File: src/rtl/rv_muldiv_unit.sv
// rv_muldiv_unit: RV M-extension multiply/divide unit with valid/ready on both sides.
// Multiplies and divide corner cases (divide by zero, signed overflow) complete in
// one cycle. Other divides run a restoring divider that retires DIV_BITS quotient
// bits per cycle.
module rv_muldiv_unit #(
   parameter int unsigned XLEN     = 32,
   parameter int unsigned DIV_BITS = 1,
   parameter int unsigned TAG_W    = 5
) (
   input  logic             clk,
   input  logic             rst,
   input  logic             in_valid,
   output logic             in_ready,
   input  logic [2:0]       in_funct3,
   input  logic [XLEN-1:0]  in_op1,
   input  logic [XLEN-1:0]  in_op2,
   input  logic [TAG_W-1:0] in_tag,
   input  logic             kill,
   output logic             out_valid,
   input  logic             out_ready,
   output logic [XLEN-1:0]  out_result,
   output logic [TAG_W-1:0] out_tag,
   output logic             busy
);

   localparam int unsigned ITERS = XLEN / DIV_BITS;
   localparam int unsigned CNT_W = $clog2(ITERS);
   localparam int unsigned PW    = 2 * XLEN;

   typedef enum logic [1:0] {IDLE, DIV_ITER, DONE} state_t;

   state_t             r_state;
   state_t             w_next;

   logic [XLEN-1:0]    r_result;
   logic [TAG_W-1:0]   r_tag;
   logic [XLEN-1:0]    r_rem;
   logic [XLEN-1:0]    r_quo;
   logic [XLEN-1:0]    r_dvsr;
   logic [CNT_W-1:0]   r_cnt;
   logic               r_is_rem;
   logic               r_neg_q;
   logic               r_neg_r;

   logic               w_accept;
   logic               w_is_div;
   logic               w_signed_div;
   logic               w_op2_zero;
   logic               w_ovf;
   logic               w_fast_div;
   logic               w_op1_neg;
   logic               w_op2_neg;
   logic [XLEN-1:0]    w_mag1;
   logic [XLEN-1:0]    w_mag2;
   logic [XLEN-1:0]    w_fast_result;
   logic               w_a_sx;
   logic               w_b_sx;
   logic [PW-1:0]      w_mul_a;
   logic [PW-1:0]      w_mul_b;
   logic [PW-1:0]      w_prod;
   logic [XLEN-1:0]    w_mul_result;
   logic [XLEN:0]      w_rem_step;
   logic [XLEN-1:0]    w_quo_step;
   logic [XLEN-1:0]    w_quo_fix;
   logic [XLEN-1:0]    w_rem_fix;
   logic [XLEN-1:0]    w_div_result;

   assign in_ready   = (r_state == IDLE) && !kill;
   assign out_valid  = (r_state == DONE);
   assign busy       = (r_state != IDLE);
   assign out_result = r_result;
   assign out_tag    = r_tag;

   // Request decode at accept: op class, corner cases and operand magnitudes
   assign w_accept     = in_valid && in_ready;
   assign w_is_div     = in_funct3[2];
   assign w_signed_div = !in_funct3[0];
   assign w_op2_zero   = (in_op2 == '0);
   assign w_ovf        = w_signed_div && (in_op1 == {1'b1, {(XLEN-1){1'b0}}}) && (in_op2 == '1);
   assign w_fast_div   = w_op2_zero || w_ovf;
   assign w_op1_neg    = w_signed_div && in_op1[XLEN-1];
   assign w_op2_neg    = w_signed_div && in_op2[XLEN-1];
   assign w_mag1       = w_op1_neg ? -in_op1 : in_op1;
   assign w_mag2       = w_op2_neg ? -in_op2 : in_op2;

   // Single-cycle divide results: divide by zero wins over signed overflow
   always_comb begin
      w_fast_result = '0;
      if (w_op2_zero) begin
         w_fast_result = in_funct3[1] ? in_op1 : '1;
      end else begin
         w_fast_result = in_funct3[1] ? '0 : in_op1;
      end
   end

   // Full-width product; operand sign extension selects MULH/MULHSU/MULHU
   assign w_a_sx       = (in_funct3[1:0] == 2'd1) || (in_funct3[1:0] == 2'd2);
   assign w_b_sx       = (in_funct3[1:0] == 2'd1);
   assign w_mul_a      = {{XLEN{w_a_sx && in_op1[XLEN-1]}}, in_op1};
   assign w_mul_b      = {{XLEN{w_b_sx && in_op2[XLEN-1]}}, in_op2};
   assign w_prod       = w_mul_a * w_mul_b;
   assign w_mul_result = (in_funct3[1:0] == 2'd0) ? w_prod[XLEN-1:0] : w_prod[PW-1:XLEN];

   // DIV_BITS restoring steps per cycle; dividend shifts out of r_quo as quotient shifts in
   always_comb begin
      w_rem_step = {1'b0, r_rem};
      w_quo_step = r_quo;
      for (int i = 0; i < DIV_BITS; i++) begin
         w_rem_step = {w_rem_step[XLEN-1:0], w_quo_step[XLEN-1]};
         w_quo_step = {w_quo_step[XLEN-2:0], 1'b0};
         if (w_rem_step >= {1'b0, r_dvsr}) begin
            w_rem_step    = w_rem_step - {1'b0, r_dvsr};
            w_quo_step[0] = 1'b1;
         end
      end
   end

   // Sign fix-up applied as the last step retires
   assign w_quo_fix    = r_neg_q ? -w_quo_step : w_quo_step;
   assign w_rem_fix    = r_neg_r ? -w_rem_step[XLEN-1:0] : w_rem_step[XLEN-1:0];
   assign w_div_result = r_is_rem ? w_rem_fix : w_quo_fix;

   // State register
   always_ff @(posedge clk) begin
      if (rst) begin
         r_state <= IDLE;
      end else begin
         r_state <= w_next;
      end
   end

   // Next-state logic; kill overrides everything
   always_comb begin
      w_next = r_state;
      unique case (r_state)
         IDLE: begin
            if (w_accept) begin
               w_next = (w_is_div && !w_fast_div) ? DIV_ITER : DONE;
            end
         end
         DIV_ITER: begin
            if (r_cnt == '0) begin
               w_next = DONE;
            end
         end
         DONE: begin
            if (out_ready) begin
               w_next = IDLE;
            end
         end
         default: w_next = IDLE;
      endcase
      if (kill) begin
         w_next = IDLE;
      end
   end

   // Datapath: latch request at accept, iterate divider, capture result
   always_ff @(posedge clk) begin
      if (rst) begin
         r_result <= '0;
         r_tag    <= '0;
         r_rem    <= '0;
         r_quo    <= '0;
         r_dvsr   <= '0;
         r_cnt    <= '0;
         r_is_rem <= 1'b0;
         r_neg_q  <= 1'b0;
         r_neg_r  <= 1'b0;
      end else if (w_accept) begin
         r_tag    <= in_tag;
         r_is_rem <= in_funct3[1];
         r_neg_q  <= w_op1_neg ^ w_op2_neg;
         r_neg_r  <= w_op1_neg;
         r_quo    <= w_mag1;
         r_dvsr   <= w_mag2;
         r_rem    <= '0;
         r_cnt    <= CNT_W'(ITERS - 1);
         if (!w_is_div) begin
            r_result <= w_mul_result;
         end else if (w_fast_div) begin
            r_result <= w_fast_result;
         end
      end else if ((r_state == DIV_ITER) && !kill) begin
         r_rem <= w_rem_step[XLEN-1:0];
         r_quo <= w_quo_step;
         r_cnt <= r_cnt - CNT_W'(1);
         if (r_cnt == '0) begin
            r_result <= w_div_result;
         end
      end
   end

endmodule

File: config.mk
export PLATFORM = sky130hd
export DESIGN_NAME = rv_muldiv_unit
export DESIGN_NICKNAME = d
export VERILOG_FILES = /design/src/rtl/rv_muldiv_unit.sv
export SDC_FILE = /design/constraint.sdc
export NUM_CORES = 2
export LEC_CHECK = 0
export BUFFER_PORTS_ARGS = -buffer_cell sky130_fd_sc_hd__buf_2
export CAP_MARGIN = 20
export CORE_ASPECT_RATIO = 1.4
export CORE_MARGIN = 4
export CORE_UTILIZATION = 28
export CTS_CLUSTER_SIZE = 8
export DETAILED_ROUTE_END_ITERATION = 8
export GPL_TIMING_DRIVEN = 0
export SLEW_MARGIN = 20
export SYNTH_ARGS = -nofsm -noshare
export SYNTH_HDL_FRONTEND = slang
export SYNTH_SLANG_ARGS = --single-unit
File: constraint.sdc
create_clock -name clk -period 9.5 [get_ports clk]
set_input_delay 0 -clock clk [delete_from_list [all_inputs] [get_ports clk]]
set_output_delay 0 -clock clk [all_outputs]
set_load 0.02 [all_outputs]
==> summary.txt <==
Number of failing hold endpoints at the final stage: 0
Number of max-slew violations in the final report: 0
Min-delay src: rst
Initial DRT Pass Iterations: 6
Highest clock rate: 106.5 MHz
Buffers on Ports: 84
Tightest slew margin relative to the limit: 14.98%
Initial core utilization: 28.11%
Syn Area/Cell: 8.378 um2
Number of buffers inserted during clock tree synthesis: 17
HPWL after detailed placement: 197,900 um
Via count: 44.45k
Slew at the pin closest to its max-slew limit: 1.275 ns
Final worst path period share: 98.84%
Clock slew seen by the registers of the worst setup and hold paths: 0.07 ns
Clk Tree Root Cell: sky130_fd_sc_hd__clkbuf_16
GP Congestion: 1.028
Number of global-route vias before repair: 46.85k
Sum of overflow across all layers after global routing: 0
Via-to-Cell Ratio: 5.249
Time the worst path needs with I/O delays and setup: 9.390 ns
Share of synthesized flip-flops with an asynchronous set or reset: 0%
Die height: 510.1 um
Number of placement rows: 184
Post-synth top flop: sky130_fd_sc_hd__dfxtp_1
First element of the critical path: in_op2[15]
Critical Path End Type: flop
Count of mapped cells out of synthesis: 6,018
ANT nets after route: 0
Die Area: 0.1870 mm2
Outcome: complete, no violations
Max_cap viols: 0
Layout area overhead: 8.809%
Required time at the worst-slack endpoint: 9.80 ns
Syn nets: 7,474
Ratio of cells with drive above 1 in the final layout: 4.971%
Area leader, netlist: sky130_fd_sc_hd__fa_1
Placed cell areas: 0.05394 mm2
WL/cell: 28.00 um
Top cell type's share of synthesized area: 44.71%
Final setup skew: 0.01517 ns
Total of warnings raised by yosys: 0
Clock tree from TritonCTS: done
Number of enable flip-flop cells after synthesis: 0
Overall track demand over capacity in global routing: 25.02%
Core outline area: 0.1793 mm2
H-Tree Level Count: 4
Largest cells by area after synthesis: sky130_fd_sc_hd__fa_1 45%, sky130_fd_sc_hd__inv_1 9.4%, sky130_fd_sc_hd__nand2_1 7.6%
First-pass GRT wire length: 335,400 um
Synth Register Bits: 143
Nets: 7,580
Violation count after the first detailed-route iteration: 4,053
Clock latency on the worst-skew pair: 0.44 ns
Clk sinks: 143
Sequential share of the synthesized area: 5.678%
WP data arrival: 9.69 ns
Crit path max fanout: 10
Chip Width: 366.6 um
Worst min-delay path class: in2reg
Summed instance area of the synthesized netlist: 0.05042 mm2
Critical Setup Path Class: in2reg
Pin count of the biggest net entering global routing: 25
CP startpoint kind: primary input
Reg-to-reg startpoint: r_dvsr[16]
Number of unique standard cell types used by synthesis: 104
Number of design rule violations left after detail routing: 0
Total wire length: 237,100 um
Final number of setup-violating endpoints: 0
Maximum buffer depth of the clock tree: 2
Final design area excluding fillers: 0.05486 mm2
Antenna violations before repair: 20
Number of placed I/O pins: 117
==> timing repair <==
item                                    4_1_cts  5_1_grt
hold endpoints to repair                      9        0
endpoints found under the setup margin       29       16
pin swaps                                     4        2
gates resized for setup                      69       55
hold buffers                                 10        0
setup buffers                                 8        1
gates cloned                                  0        0
==> cells in the final DEF, fill, tap and decap left out, types with 14 or more instances in the layout <==
master	netlist	routed
sky130_fd_sc_hd__buf_2	11	100
sky130_fd_sc_hd__a311oi_1	41	41
sky130_fd_sc_hd__o31ai_1	27	27
sky130_fd_sc_hd__a31oi_1	20	20
sky130_fd_sc_hd__a21oi_1	166	164
sky130_fd_sc_hd__fa_1	1126	1122
sky130_fd_sc_hd__mux2i_1	23	23
sky130_fd_sc_hd__ha_1	253	250
sky130_fd_sc_hd__a211oi_1	81	78
sky130_fd_sc_hd__and2_1	280	280
sky130_fd_sc_hd__or2_2	20	20
sky130_fd_sc_hd__o21a_1	14	14
sky130_fd_sc_hd__a21o_1	48	48
sky130_fd_sc_hd__o211ai_1	33	33
sky130_fd_sc_hd__nor3_1	48	47
sky130_fd_sc_hd__nand2_1	1016	1016
sky130_fd_sc_hd__clkbuf_16	0	17
sky130_fd_sc_hd__nand2b_1	23	23
sky130_fd_sc_hd__nand4_1	32	32
sky130_fd_sc_hd__dfxtp_1	143	143
sky130_fd_sc_hd__nor2_1	275	273
sky130_fd_sc_hd__xnor2_1	123	123
sky130_fd_sc_hd__nor4_1	28	28
sky130_fd_sc_hd__inv_1	1256	1252
sky130_fd_sc_hd__clkbuf_2	0	67
sky130_fd_sc_hd__or3_1	24	24
sky130_fd_sc_hd__nand3_1	47	47
sky130_fd_sc_hd__o21ai_0	137	135
sky130_fd_sc_hd__clkbuf_1	279	195
sky130_fd_sc_hd__xor2_1	78	78
sky130_fd_sc_hd__and3_1	31	31
sky130_fd_sc_hd__buf_1	95	67
sky130_fd_sc_hd__maj3_1	14	14
==> worst max-delay path, stage by stage <==
cell	delay [ns]
sky130_fd_sc_hd__clkbuf_2	0.49
sky130_fd_sc_hd__clkdlybuf4s15_1	0.94
sky130_fd_sc_hd__nand2_1	0.18
sky130_fd_sc_hd__fa_1	0.55
sky130_fd_sc_hd__fa_1	0.51
sky130_fd_sc_hd__inv_1	0.05
sky130_fd_sc_hd__fa_1	0.46
sky130_fd_sc_hd__fa_1	0.51
sky130_fd_sc_hd__inv_1	0.06
sky130_fd_sc_hd__fa_1	0.53
sky130_fd_sc_hd__inv_1	0.05
sky130_fd_sc_hd__fa_1	0.47
sky130_fd_sc_hd__inv_1	0.05
sky130_fd_sc_hd__fa_1	0.47
sky130_fd_sc_hd__inv_1	0.05
sky130_fd_sc_hd__fa_1	0.65
sky130_fd_sc_hd__ha_1	0.29
sky130_fd_sc_hd__clkbuf_1	0.21
sky130_fd_sc_hd__a21oi_1	0.42
sky130_fd_sc_hd__o311a_1	0.39
sky130_fd_sc_hd__o21ai_1	0.21
sky130_fd_sc_hd__a2111oi_2	0.65
sky130_fd_sc_hd__o31ai_1	0.26
sky130_fd_sc_hd__a21oi_1	0.31
sky130_fd_sc_hd__o21ai_1	0.19
sky130_fd_sc_hd__and3_1	0.19
sky130_fd_sc_hd__nor3_2	0.41
sky130_fd_sc_hd__a2111oi_2	0.08
==> final timing paths <==
check                           cells after the start        endpoint  slack (ns)
worst min register to register                      2      out_tag[0]        0.45
worst max register to register                     24  out_result[30]        2.44
worst max-delay path                               28  out_result[31]        0.11
worst min-delay path                                3       r_rem[16]        0.07
==> cells in the mapped netlist (14+ instances only) <==
master and number:
sky130_fd_sc_hd__a211oi_1 81, sky130_fd_sc_hd__a21o_1 48, sky130_fd_sc_hd__a21oi_1 166, sky130_fd_sc_hd__a311oi_1 41
sky130_fd_sc_hd__a31oi_1 20, sky130_fd_sc_hd__and2_1 280, sky130_fd_sc_hd__and3_1 31, sky130_fd_sc_hd__buf_1 95
sky130_fd_sc_hd__clkbuf_1 279, sky130_fd_sc_hd__dfxtp_1 143, sky130_fd_sc_hd__fa_1 1126, sky130_fd_sc_hd__ha_1 253
sky130_fd_sc_hd__inv_1 1256, sky130_fd_sc_hd__maj3_1 14, sky130_fd_sc_hd__mux2i_1 23, sky130_fd_sc_hd__nand2_1 1016
sky130_fd_sc_hd__nand2b_1 23, sky130_fd_sc_hd__nand3_1 47, sky130_fd_sc_hd__nand4_1 32, sky130_fd_sc_hd__nor2_1 275
sky130_fd_sc_hd__nor3_1 48, sky130_fd_sc_hd__nor4_1 28, sky130_fd_sc_hd__o211ai_1 33, sky130_fd_sc_hd__o21a_1 14
sky130_fd_sc_hd__o21ai_0 137, sky130_fd_sc_hd__o31ai_1 27, sky130_fd_sc_hd__or2_2 20, sky130_fd_sc_hd__or3_1 24
sky130_fd_sc_hd__xnor2_1 123, sky130_fd_sc_hd__xor2_1 78
==> metal layers <==
metal	global-route usage [%]	part of all wire (%)
met1	27.92	35
met2	42.78	48
met3	3.384	7.1
met4	20.51	11
met5	0	0.025
==> cells by family (layout without fill, tap and decap cells) <==
group / after synthesis / count (layout) / synth area share [%]
flip-flops: 143 / 143 / 5.678
AO/OA/AOI/OAI: 712 / 712 / 9.586
AND/OR/NAND/NOR: 1895 / 1895 / 17.11
buffers and inverters: 1647 / 1765 / 12.33
multiplexers: 27 / 27 / 0.5459
adder cells (fa/ha/maj): 1393 / 1393 / 51.26
XOR/XNOR: 201 / 201 / 3.491
other: 0 / 8 / 0
==> cell type report <==
class,instances,area [um2]
diodes,8,20.02
plain buffers,364,1617
clock buffers,21,440.4
clock inverters,10,81.33
fillers,19220,124500
inverters,1259,4741
multi-input cells,4228,41460
flip-flops and latches,143,2863
well taps,2325,2909
repair buffers,111,730.7
==> sequential cells by signal (all words and copies together) (netlist names) <==
signal / cells
r_cnt: 5
r_dvsr: 32
r_rem: 32
out_result: 32
r_quo: 32
r_neg_r: 1
r_is_rem: 1
r_state: 2
out_tag: 5
r_neg_q: 1
==> through the flow <==
| stage | std cells | setup TNS, ns | hold WS, ns | utilization (%) | worst slack [ns] |
|---|---|---|---|---|---|
| floorplan | 6018 | 0 | 0.07931 | - | 0.4544 |
| global placement | 8427 | -69.84 | 0.2270 | 29.97 | -4.378 |
| detailed placement | 8435 | -64.54 | 0.2382 | 30.08 | -3.744 |
| CTS | 8465 | 0 | 0.06477 | 30.55 | 0.007106 |
| global route | 8463 | -0.005800 | 0.1114 | 30.58 | -0.005800 |
| finish | 8469 | 0 | 0.07155 | 30.59 | 0.1102 |
Power is not shown: default switching activity piles up to over one toggle a cycle in this logic, so the estimate is an artifact.
